--- src/rtl/wb_pipe_skid_pkg.sv ---
// ----------------------------------------------------------------------------
// wb_pipe_skid_pkg
// Shared definitions for the MEM->WB pipeline stage:
//   - stall-vector width and the Stop / WriteDisable constants
//   - occupancy encoding of the 2-entry skid buffer
//   - wb_payload_w(): width of the packed write-back payload word
// ----------------------------------------------------------------------------
package wb_pipe_skid_pkg;

  localparam int   STALL_W       = 6;     // one bit per pipeline stage
  localparam logic STOP          = 1'b1;  // stall-vector bit value: hold stage
  localparam logic NO_STOP       = 1'b0;
  localparam logic WRITE_DISABLE = 1'b0;  // wreg / whilo value on a bubble

  // Buffer occupancy doubles as the buffer's state encoding.
  typedef enum logic [1:0] {
    OCC_EMPTY = 2'd0,
    OCC_ONE   = 2'd1,
    OCC_FULL  = 2'd2
  } occ_e;

  // Packed payload width: per channel {wd, wreg, wdata}, plus whilo, hi, lo.
  function automatic int wb_payload_w(input int nch, input int addr_w,
                                      input int data_w);
    return nch * (addr_w + 1 + data_w) + 1 + 2 * data_w;
  endfunction

endpackage

--- src/rtl/wb_pipe_skid_buf2.sv ---
// ----------------------------------------------------------------------------
// skid_buf2
// Generic 2-entry valid/ready buffer with synchronous flush. Entries leave in
// arrival order: main register is the head, skid register the second entry.
// in_ready depends only on registered state, so there is no combinational
// path from out_ready to in_ready.
// Ports:
//   clk, rst     clock, synchronous active-high reset
//   flush        drop both entries at the next edge (wins over push/pop)
//   in_valid     upstream entry present      in_ready   buffer not full
//   in_data      entry payload
//   out_valid    head entry present          out_ready  head consumed
//   out_data     head entry payload
//   occupancy    number of stored entries, 0..2
// ----------------------------------------------------------------------------
module skid_buf2
  import wb_pipe_skid_pkg::*;
#(
  parameter int WIDTH = 8
) (
  input  logic             clk,
  input  logic             rst,
  input  logic             flush,
  input  logic             in_valid,
  output logic             in_ready,
  input  logic [WIDTH-1:0] in_data,
  output logic             out_valid,
  input  logic             out_ready,
  output logic [WIDTH-1:0] out_data,
  output logic [1:0]       occupancy
);

  occ_e             state_q, state_d;
  logic [WIDTH-1:0] main_q, skid_q;
  logic             push, pop;
  logic             load_main, main_from_skid, load_skid;

  assign in_ready  = (state_q != OCC_FULL);
  assign out_valid = (state_q != OCC_EMPTY);
  assign out_data  = main_q;
  assign occupancy = state_q;

  assign push = in_valid & in_ready;
  assign pop  = out_valid & out_ready;

  always_comb begin
    // NOTE: every signal assigned here gets a default first, so no path can
    // leave one unassigned and infer a latch.
    state_d        = state_q;
    load_main      = 1'b0;
    main_from_skid = 1'b0;
    load_skid      = 1'b0;
    unique case (state_q)
      OCC_EMPTY: begin
        if (push) begin
          load_main = 1'b1;
          state_d   = OCC_ONE;
        end
      end
      OCC_ONE: begin
        if (push && pop) begin
          load_main = 1'b1;           // head leaves, newcomer takes its place
        end else if (push) begin
          load_skid = 1'b1;
          state_d   = OCC_FULL;
        end else if (pop) begin
          state_d   = OCC_EMPTY;
        end
      end
      OCC_FULL: begin
        // push cannot occur here: in_ready is low while full.
        if (pop) begin
          main_from_skid = 1'b1;
          state_d        = OCC_ONE;
        end
      end
      default: state_d = OCC_EMPTY;
    endcase
    if (flush) begin
      state_d        = OCC_EMPTY;
      load_main      = 1'b0;
      main_from_skid = 1'b0;
      load_skid      = 1'b0;
    end
  end

  // NOTE: sequential state uses non-blocking assignments so every register
  // samples pre-edge values regardless of statement order.
  always_ff @(posedge clk) begin
    if (rst) state_q <= OCC_EMPTY;
    else     state_q <= state_d;
  end

  // NOTE: payload registers are deliberately not reset; validity lives in
  // state_q and the consumer masks the payload whenever out_valid is low.
  always_ff @(posedge clk) begin
    if (load_main)           main_q <= in_data;
    else if (main_from_skid) main_q <= skid_q;
    if (load_skid)           skid_q <= in_data;
  end

endmodule

--- src/rtl/wb_pipe_skid.sv ---
// ----------------------------------------------------------------------------
// wb_pipe_skid
// MEM->WB pipeline stage with a 2-entry skid buffer. Carries NCH register-file
// write channels plus one HI/LO write, under valid/ready flow control, the
// legacy 6-bit stall vector and a flush.
// Ports:
//   clk, rst                 clock, synchronous active-high reset
//   flush                    drop all buffered entries
//   stall[5:0]               stall vector; bit STAGE holds intake, STAGE+1
//                            freezes the head entry
//   in_valid / in_ready      upstream handshake
//   in_wd/in_wreg/in_wdata   per-channel destination, enable, data
//   in_whilo/in_hi/in_lo     HI/LO write enable and values
//   out_valid / out_ready    write-back handshake
//   out_*                    head entry payload, all zero on a bubble
//   occupancy                buffered entries, 0..2
// ----------------------------------------------------------------------------
module wb_pipe_skid
  import wb_pipe_skid_pkg::*;
#(
  parameter int DATA_W = 32,
  parameter int ADDR_W = 5,
  parameter int NCH    = 1,
  parameter int STAGE  = 4
) (
  input  logic                  clk,
  input  logic                  rst,
  input  logic                  flush,
  input  logic [STALL_W-1:0]    stall,
  input  logic                  in_valid,
  output logic                  in_ready,
  input  logic [NCH*ADDR_W-1:0] in_wd,
  input  logic [NCH-1:0]        in_wreg,
  input  logic [NCH*DATA_W-1:0] in_wdata,
  input  logic                  in_whilo,
  input  logic [DATA_W-1:0]     in_hi,
  input  logic [DATA_W-1:0]     in_lo,
  output logic                  out_valid,
  input  logic                  out_ready,
  output logic [NCH*ADDR_W-1:0] out_wd,
  output logic [NCH-1:0]        out_wreg,
  output logic [NCH*DATA_W-1:0] out_wdata,
  output logic                  out_whilo,
  output logic [DATA_W-1:0]     out_hi,
  output logic [DATA_W-1:0]     out_lo,
  output logic [1:0]            occupancy
);

  localparam int PW = wb_payload_w(NCH, ADDR_W, DATA_W);

  logic [PW-1:0]         in_payload, head_payload;
  logic                  buf_in_valid, buf_in_ready;
  logic                  buf_out_valid, buf_out_ready;
  logic                  drain;

  logic [NCH*ADDR_W-1:0] head_wd;
  logic [NCH-1:0]        head_wreg;
  logic [NCH*DATA_W-1:0] head_wdata;
  logic                  head_whilo;
  logic [DATA_W-1:0]     head_hi, head_lo;

  assign in_payload = {in_whilo, in_hi, in_lo, in_wd, in_wreg, in_wdata};
  assign {head_whilo, head_hi, head_lo, head_wd, head_wreg, head_wdata} =
    head_payload;

  // The stall bits act as handshake masks, so the buffer itself stays generic.
  assign buf_in_valid  = in_valid  & (stall[STAGE]   != STOP);
  assign buf_out_ready = out_ready & (stall[STAGE+1] != STOP);
  assign in_ready      = buf_in_ready & (stall[STAGE] != STOP);
  assign drain         = buf_out_valid & buf_out_ready;

  skid_buf2 #(
    .WIDTH (PW)
  ) u_buf (
    .clk       (clk),
    .rst       (rst),
    .flush     (flush),
    .in_valid  (buf_in_valid),
    .in_ready  (buf_in_ready),
    .in_data   (in_payload),
    .out_valid (buf_out_valid),
    .out_ready (buf_out_ready),
    .out_data  (head_payload),
    .occupancy (occupancy)
  );

  // Bubble zeroing: downstream never sees a write enable without a valid entry.
  always_comb begin
    out_valid = buf_out_valid;
    out_wd    = '0;
    out_wreg  = {NCH{WRITE_DISABLE}};
    out_wdata = '0;
    out_whilo = WRITE_DISABLE;
    out_hi    = '0;
    out_lo    = '0;
    if (buf_out_valid) begin
      out_wd    = head_wd;
      out_wreg  = head_wreg;
      out_wdata = head_wdata;
      out_whilo = head_whilo;
      out_hi    = head_hi;
      out_lo    = head_lo;
    end
  end

  always_ff @(posedge clk) begin
    if (!rst) begin
      assert (!drain || occupancy != 2'd0);
      assert (occupancy <= 2'd2);
    end
  end

endmodule

--- config.mk ---
export PLATFORM = sky130hd
export DESIGN_NAME = wb_pipe_skid
export DESIGN_NICKNAME = d
export VERILOG_FILES = /design/src/rtl/wb_pipe_skid_pkg.sv /design/src/rtl/wb_pipe_skid_buf2.sv /design/src/rtl/wb_pipe_skid.sv
export SDC_FILE = /design/constraint.sdc
export NUM_CORES = 1
export LEC_CHECK = 0
export CAP_MARGIN = 20
export CORE_MARGIN = 1.5
export CORE_UTILIZATION = 32
export CTS_BUF_LIST = sky130_fd_sc_hd__clkbuf_8
export DETAILED_ROUTE_END_ITERATION = 7
export HOLD_SLACK_MARGIN = 0.12
export MAX_ROUTING_LAYER = met4
export PLACE_DENSITY_LB_ADDON = 0.25
export SYNTH_ARGS = -nofsm -noshare
export SYNTH_HDL_FRONTEND = slang
export SYNTH_HIERARCHICAL = 1
export SYNTH_SLANG_ARGS = --single-unit
--- constraint.sdc ---
create_clock -name clk -period 12.05 [get_ports clk]
set_input_delay 3.615 -clock clk [delete_from_list [all_inputs] [get_ports clk]]
set_output_delay 3.615 -clock clk [all_outputs]
set_load 0.03 [all_outputs]
==> Yosys cells after proc, flatten, opt, wreduce, memory -nomap -nowiden <==
Cells that the tools add are included.
{ "classes": {"eq_ne": 7, "n_mux": 24, "bitwise": 7, "n_reduce_logical": 6} }
{ "ops": {"columns": ["operator", "count"], "rows": [
  ["103-bit 2-to-1 mux", 2],
  ["32-bit 2-to-1 mux", 3],
  ["1-bit 2-to-1 mux", 11],
  ["2-bit 2-to-1 mux", 5],
  ["2-bit case mux with 3 select lines", 1],
  ["1-bit bitwise AND", 5],
  ["5-bit 2-to-1 mux", 1],
  ["2-bit by 1-bit != test with 1-bit output, second input constant", 2],
  ["2-bit != test, second input constant", 2],
  ["4-bit AND reduction", 1],
  ["2-bit nonzero test", 2],
  ["3-bit by 1-bit != test with 1-bit output, second input constant", 1],
  ["2-bit by 1-bit equality test with 1-bit output, second input constant", 1],
  ["2-bit equality test, second input constant", 1],
  ["2-bit logical NOT", 1],
  ["1-bit NOT", 2],
  ["1-bit case mux with 2 select lines", 1],
  ["2-bit OR reduction", 1],
  ["1-bit logical AND", 1]
]} }
{ "totals": {"register_bits": 208, "inputBits": 114} }

==> Depth between registers and ports, before layout <==
Gate-level depths: netlist of run 1.
{ "depth": {"word_depth": 8, "mapped_depth": 6, "ltp_nobuf": 4} }

==> Cells and area by module <==
Netlist of run 1, hierarchy kept.
{ "modules_own_cells": {"columns": ["mod", "instances", "cells_each", "area_each_um2"], "rows": [
  ["skid_buf2", 1, 338, 7826.3],
  ["wb_pipe_skid", 1, 117, 768.2]
]} }

==> Least setup slack after synthesis of run 1 <==
OpenSTA, ideal clock, no wires.
{ "synth_path": {"kind": "input -> register", "start": "in in_valid", "end": "reg u_buf.skid_q[0] (enable)", "setup_time_ns": 0.714, "arrival_time_ns": 11.526, "required_time_ns": 11.336, "slack_ns": -0.190, "cell_stages": 3, "path_cell_list": "nor2b_1 nor2b_4 nor3b_1"} }
{ "synth_between": {"elab_chain_cells": 6, "word_cells_on_any_way": 7, "cone_classes": "mux (4); bitwise (2); reduce/logical (1)"} }
{ "synth_rtl": {"columns": ["item", "line", "source"], "rows": [
  ["start: declaration", "wb_pipe_skid.sv:30", "input logic in_valid,"],
  ["1-bit bitwise AND *", "wb_pipe_skid.sv:67", "assign buf_in_valid = in_valid & (stall[STAGE] != STOP);"],
  ["1-bit bitwise AND *", "wb_pipe_skid_buf2.sv:43", "assign push = in_valid & in_ready;"],
  ["1-bit 2-to-1 mux / 1-bit logical AND (equally long branches)", "wb_pipe_skid_buf2.sv:63, wb_pipe_skid_buf2.sv:61", null],
  ["1-bit 2-to-1 mux *", "wb_pipe_skid_buf2.sv:61", "if (push && pop) begin"],
  ["1-bit 2-to-1 mux *", "wb_pipe_skid_buf2.sv:53", "unique case (state_q)"],
  ["1-bit 2-to-1 mux *", "wb_pipe_skid_buf2.sv:79", "if (flush) begin"],
  ["net u_buf.load_skid", "wb_pipe_skid_buf2.sv:36", "logic load_main, main_from_skid, load_skid;"],
  ["end signal: assignment", "wb_pipe_skid_buf2.sv:99", "if (load_skid) skid_q <= in_data;"],
  ["end: declaration", "wb_pipe_skid_buf2.sv:34", "logic [WIDTH-1:0] main_q, skid_q;"]
]} }
The timed path passes the listed nets; every way through them passes the cells marked *.
A chain may end at the register's enable or synchronous reset.

==> Worst setup path in the final report of run 1 <==
{ "layout_path": {"start": "in stall[4]", "end": "out in_ready"} }
{ "layout_between": {"elab_chain_cells": 2} }
{ "layout_rtl": {"columns": ["item", "line", "source"], "rows": [
  ["start: declaration", "wb_pipe_skid.sv:29", "input logic [STALL_W-1:0] stall,"],
  ["1-bit NOT", "wb_pipe_skid.sv:69", "assign in_ready = buf_in_ready & (stall[STAGE] != STOP);"],
  ["1-bit bitwise AND", "wb_pipe_skid.sv:69", null],
  ["end: declaration", "wb_pipe_skid.sv:31", "output logic in_ready,"]
]} }
Every way passes these cells.

==> flow_metrics.env, run 1 <==
export IMPL_ctsHoldBuffers=0
export IMPL_synth_adder_area_share_pct=0
export IMPL_numCtsBuffers=39
export IMPL_cp_max_fo=2
export IMPL_cts_max_path_buffers=3
export IMPL_cp_slowest_stage_delay_ps=690
export IMPL_fin_util_pct=44.7
export IMPL_coreArea_um2=26200
export IMPL_routed_wirelength_mm=17.9
export IMPL_antenna_found_initial=1
export IMPL_cts_tree="built"
export IMPL_final_cell_area_um2=11700
export IMPL_drv_slew=0
export IMPL_start_util_pct=32.8
export IMPL_synth_top_family_by_area="multiplexers"
export IMPL_worstPathCellList="clkdlybuf4s50_1 -> nor2b_1 -> clkdlybuf4s50_1"
export IMPL_drtAntennaViolNets=0
export IMPL_multi_input_area_um2=2190
export IMPL_pin_count=221
export IMPL_pwr_share_comb_pct=8.5
export IMPL_grt_max_degree=62
export IMPL_num_vias=4704
export IMPL_min_path_type="flip-flop to flip-flop"
export IMPL_crit_path_start_kind="input port"
export IMPL_mostFrequentLayoutCell="clkdlybuf4s50_1"
export IMPL_crit_arrival_ps=4890
export IMPL_yosysSeqAreaShare_pct=72.4
export IMPL_root_buffer="clkbuf_8"
export IMPL_cp_end_kind="primary output"
export IMPL_wl_per_cell_um=17.0
export IMPL_synth_xor_area_share_pct=0
export IMPL_die_area_um2=27900
export IMPL_die_x_um=167
export IMPL_nNetsFinal=810
export IMPL_clkTransAtPathRegs_ps=50
export IMPL_dpl_cell_area_um2=11000
export IMPL_cts_sinks=208
export IMPL_p_leak_nw=4.21
export IMPL_remaining_drc_errors=0
export IMPL_rsz0062_at_grt="no"
export IMPL_port_buffers=216
export IMPL_drt_iter0_drc=233
export IMPL_synth_compound_area_share_pct=0.379
export IMPL_ff_latch_area_um2=6230
export IMPL_clock_skew_final_ps=10.4
export IMPL_internal_power_w=0.00121
export IMPL_drv_cap=0
export IMPL_finalHoldViolCount=0
export IMPL_post_drt_via_cell_ratio=4.45
export IMPL_hpwlAfterDp_mm=11.0
export IMPL_syn_nets=569
export IMPL_cp_common_cell="clkdlybuf4s50_1"
export IMPL_crit_buf_inv=2
export IMPL_grt_overflow_total=0
export IMPL_ys_ff_latch=208
export IMPL_synth_mux_area_fraction_pct=16.1
export IMPL_min_period_ps=8510
export IMPL_grt_pass1_vias=5038
export IMPL_clockPowerShare_pct=39.3
export IMPL_seq_power_share_pct=52.2
export IMPL_grtUsageTotal_pct=13.4
export IMPL_post_cts_repair_setup_buffers=0
export IMPL_setup_violations_final=0
export IMPL_maxSlewHeadroom_pct=33.7
export IMPL_switchingPower_w=0.000341
export IMPL_p_sw_share_pct=22.0
export IMPL_die_y_um=167
export IMPL_finalSetupTns_ps=0
export IMPL_yosys_area_share_simple_pct=8.73
export IMPL_fmax_mhz=118
export IMPL_layout_common_cells="clkdlybuf4s50_1 (216), edfxtp_1 (206), and2_1 (103)"
export IMPL_fillers=2280
export IMPL_required_ps=8430
export IMPL_clock_latency_ps=510
export IMPL_ctsResizeCount=0
export IMPL_grt_pass1_wl_mm=28.4
export IMPL_path_delay_family="buffers and inverters"
export IMPL_ir_drop_uv=79.6
export IMPL_fin_cells=1056
export IMPL_syn_inst=455
export IMPL_placement_rows=59
export IMPL_crit_type="input port to primary output"
export IMPL_ys_warn_count=6
export IMPL_powerDensity_nw_per_um2=132
export IMPL_avgSynthCellArea_um2=18.9
export IMPL_tightest_slew_ps=995
export IMPL_run_status="completed"
export IMPL_cts_htree_levels=2
export IMPL_critPathSlowestCell="clkdlybuf4s50_1"
export IMPL_yosysUniqueCellTypes=21
export IMPL_globalplace_congestion=0.766
export IMPL_netlist_area_um2=8590
export IMPL_finalCritPeriodShare_pct=70.6
export IMPL_placedCellCount=990
export IMPL_drive_above_1_share_pct=22.2
export IMPL_area_growth_pct=36.4
export IMPL_drt_pass1_iter_count=4
stage by stage:
stage               total power (W)  hold slack [ps]  worst slack [ps]
finish                      0.00155              542              3540
global route                0.00163              553              3470
CTS                         0.00158              542              3530
detailed placement         0.000958              532              3520
global placement           0.000954              525              3560
floorplan                  0.000893              523               219
layout make-up:
| type | instances | share of cell area [%] |
|---|---|---|
| clock buffer | 41 | 4.81 |
| sequential | 208 | 53.1 |
| timing repair buffer | 222 | 18.8 |
| antenna | 1 | 0.0213 |
| tap | 335 | 3.57 |
| clock inverter | 24 | 1.02 |
| multi-input combinational | 225 | 18.7 |
cell usage after synthesis (all sizes together):
master | instances | area share, %
buf | 22 | 2.4
nor3b | 1 | 0.087
nand3b | 1 | 0.23
nor2b | 4 | 0.38
o21ai | 2 | 0.12
or3 | 1 | 0.073
a21oi | 1 | 0.058
and2 | 103 | 7.5
mux2 | 103 | 16
nand2b | 3 | 0.25
edfxtp | 206 | 72
nor3 | 1 | 0.058
dfxtp | 2 | 0.47
or2 | 1 | 0.073
o2bb2ai | 1 | 0.10
nand2 | 2 | 0.087
a2111oi | 1 | 0.10
routing by layer:
layer | track usage [%] | wire [um]
met3 | 4.09 | 1410
met5 | - | 0
met2 | 20.4 | 8260
met1 | 16.8 | 7880
met4 | 4.70 | 370
worst paths after layout:
| kind | from | end | slack [ps] | cells after the start |
|---|---|---|---|---|
| hold reg to reg | u_buf/skid_q[63] | u_buf/out_data[63] | 540 | 1 |
| setup reg to reg | u_buf/occupancy[0] | u_buf/out_data[102] | 9120 | 4 |
| setup / recovery | stall[4] | in_ready | 3540 | 3 |
| hold / removal | u_buf/skid_q[63] | u_buf/out_data[63] | 540 | 1 |
power by group through the flow:
stage               Sequential [W]  Clock (W)  Combinational [W]
global route              0.000811   0.000674           0.000140
floorplan                 0.000828          0          0.0000644
CTS                       0.000810   0.000641           0.000134
global placement          0.000824          0           0.000130
finish                    0.000810   0.000610           0.000131
detailed placement        0.000825          0           0.000133
flip-flops by register name (all words and copies together), names as in the netlist:
register	count
u_buf/skid_q	103
u_buf/out_data	103
u_buf/occupancy	2
kinds of logic after synthesis:
kind of cell,after synthesis
simple gates,117
buf+inv,22
mux,103
flops,208
compound gates,5
Power figures use the tool's default switching activity.
==> run 2: changes to the inputs <==
clock period = 7.25 ns   (was 12.05 ns; I/O delays follow)
==> run 2 against run 1 <==
  * Non-clock buffer count stayed put
  * Design area rose by 0.41%
  * Setup slack lost 1900 ps
  * Total power increased by 68%
  * Combinational power rose by 66%
==> flow_metrics.env, run 2 (synthesis gave the netlist of run 1 again) <==
export IMPL_run_status="completed"
export IMPL_mostFrequentLayoutCell="clkdlybuf4s50_1"
export IMPL_cts_max_path_buffers=3
export IMPL_grtUsageTotal_pct=13.6
export IMPL_port_buffers=216
export IMPL_crit_type="input port to primary output"
export IMPL_drv_cap=0
export IMPL_clock_latency_ps=520
export IMPL_grt_max_degree=104
export IMPL_remaining_drc_errors=0
export IMPL_multi_input_area_um2=2190
export IMPL_post_drt_via_cell_ratio=4.49
export IMPL_min_delay_start="u_buf/skid_q[59]"
export IMPL_grt_pass1_wl_mm=28.7
export IMPL_rsz0062_at_grt="no"
export IMPL_layout_common_cells="clkdlybuf4s50_1 (216), edfxtp_1 (206), and2_1 (103)"
export IMPL_drt_iter0_drc=253
export IMPL_crit_arrival_ps=3390
export IMPL_finalHoldViolCount=0
export IMPL_clkTransAtPathRegs_ps=60
export IMPL_cts_tree="built"
export IMPL_nNetsFinal=810
export IMPL_post_cts_repair_setup_buffers=0
export IMPL_finalCritPeriodShare_pct=76.8
export IMPL_drt_pass1_iter_count=4
export IMPL_pin_count=221
export IMPL_die_area_um2=27900
export IMPL_cts_sinks=208
export IMPL_start_util_pct=32.8
export IMPL_ctsResizeCount=0
export IMPL_crit_path_start_kind="input port"
export IMPL_hpwlAfterDp_mm=11.1
export IMPL_cts_htree_levels=2
export IMPL_ctsHoldBuffers=0
export IMPL_fmax_mhz=180
export IMPL_min_path_type="flip-flop to flip-flop"
export IMPL_coreArea_um2=26200
export IMPL_cp_max_fo=2
export IMPL_holdWs_ps=538
export IMPL_grt_overflow_total=0
export IMPL_ir_drop_uv=149
export IMPL_tightest_slew_ps=1010
export IMPL_globalplace_congestion=0.781
export IMPL_wl_per_cell_um=17.0
export IMPL_ff_latch_area_um2=6230
export IMPL_die_x_um=167
export IMPL_routed_wirelength_mm=18.1
export IMPL_antenna_found_initial=2
export IMPL_power_w=0.00261
export IMPL_grt_pass1_vias=5165
export IMPL_hold_depth=1
export IMPL_r2r_end="u_buf/out_data[22]"
export IMPL_r2r_slack_ps=4580
export IMPL_drive_above_1_share_pct=22.4
export IMPL_final_cell_area_um2=11800
export IMPL_finalSetupTns_ps=0
export IMPL_cp_end_kind="primary output"
export IMPL_setup_violations_final=0
export IMPL_root_buffer="clkbuf_8"
export IMPL_r2r_start="u_buf/occupancy[0]"
export IMPL_num_vias=4761
export IMPL_die_y_um=167
export IMPL_numCtsBuffers=39
export IMPL_top_usage_layer="met2"
export IMPL_fin_util_pct=44.9
export IMPL_drv_slew=0
export IMPL_clock_skew_final_ps=16.0
export IMPL_met2_usage_pct=21.5
export IMPL_dpl_cell_area_um2=11100
export IMPL_use_met3_pct=5.30
export IMPL_fillers=2300
export IMPL_required_ps=5080
export IMPL_ff2ff_path_depth=4
export IMPL_area_growth_pct=37.0
export IMPL_powerDensity_nw_per_um2=222
export IMPL_placement_rows=59
export IMPL_drtAntennaViolNets=0
export IMPL_grtUsageMet1_pct=15.8
export IMPL_hold_end="u_buf/out_data[59]"
export IMPL_min_period_ps=5570
export IMPL_p_leak_nw=4.21
export IMPL_maxSlewHeadroom_pct=32.7
[run 2: cell count changes in the layout (fill, tap and decap cells not counted), sizes merged]
| cell | previous run | this run |
|---|---|---|
| clkinv | 9 | 12 |
| clkinvlp | 0 | 3 |
| clkbuf | 41 | 39 |
| bufinv | 1 | 2 |
| diode | 1 | 2 |
| inv | 14 | 13 |
[run 2: power by group]
| group | total (W) | internal, W | switching, W | leakage, nW |
|---|---|---|---|---|
| clock | 0.00105 | 0.000572 | 0.000475 | 0.404 |
| sequential | 0.00135 | 0.00134 | 0.00000411 | 1.89 |
| combinational | 0.000218 | 0.000118 | 0.0000999 | 1.92 |
[run 2: worst max-delay path by stage]
stage | start | cells past startpoint | slack (ps) | to
global placement | stall[4] | 3 | 1670 | in_ready
global route | u_buf/occupancy[1] | 4 | 1600 | out_lo[18]
CTS | stall[4] | 3 | 1670 | in_ready
finish | stall[4] | 3 | 1680 | in_ready
detailed placement | stall[4] | 3 | 1670 | in_ready
floorplan | in_valid | 3 | 160 | u_buf/skid_q[0]
[run 2: per-layer routing]
| layer | vias to the layer above | part of all wire (%) |
|---|---|---|
| li1 | 2199 | - |
| met1 | 2350 | 41 |
| met2 | 178 | 48 |
| met3 | 34 | 9.1 |
| met4 | 0 | 2.0 |
| met5 | - | 0 |
[run 2: critical path, cell delays in order]
cell             delay [ps]
clkdlybuf4s50_1         420
nor2b_1                 120
clkdlybuf4s50_1         680
[run 2: layout make-up]
class                      count  share of cell area, %
antenna                        2                 0.0425
clock buffer                  39                   4.56
clock inverter                30                   1.53
multi-input combinational    225                   18.6
sequential                   208                   52.9
tap                          335                   3.56
timing repair buffer         222                   18.9
[run 2: metrics by stage]
stage | std cells | setup slack, ps
after floorplan | 455 | 155
after global placement | 990 | 1670
after detailed placement | 990 | 1670
after CTS | 1059 | 1670
after global routing | 1061 | 1600
final | 1061 | 1680
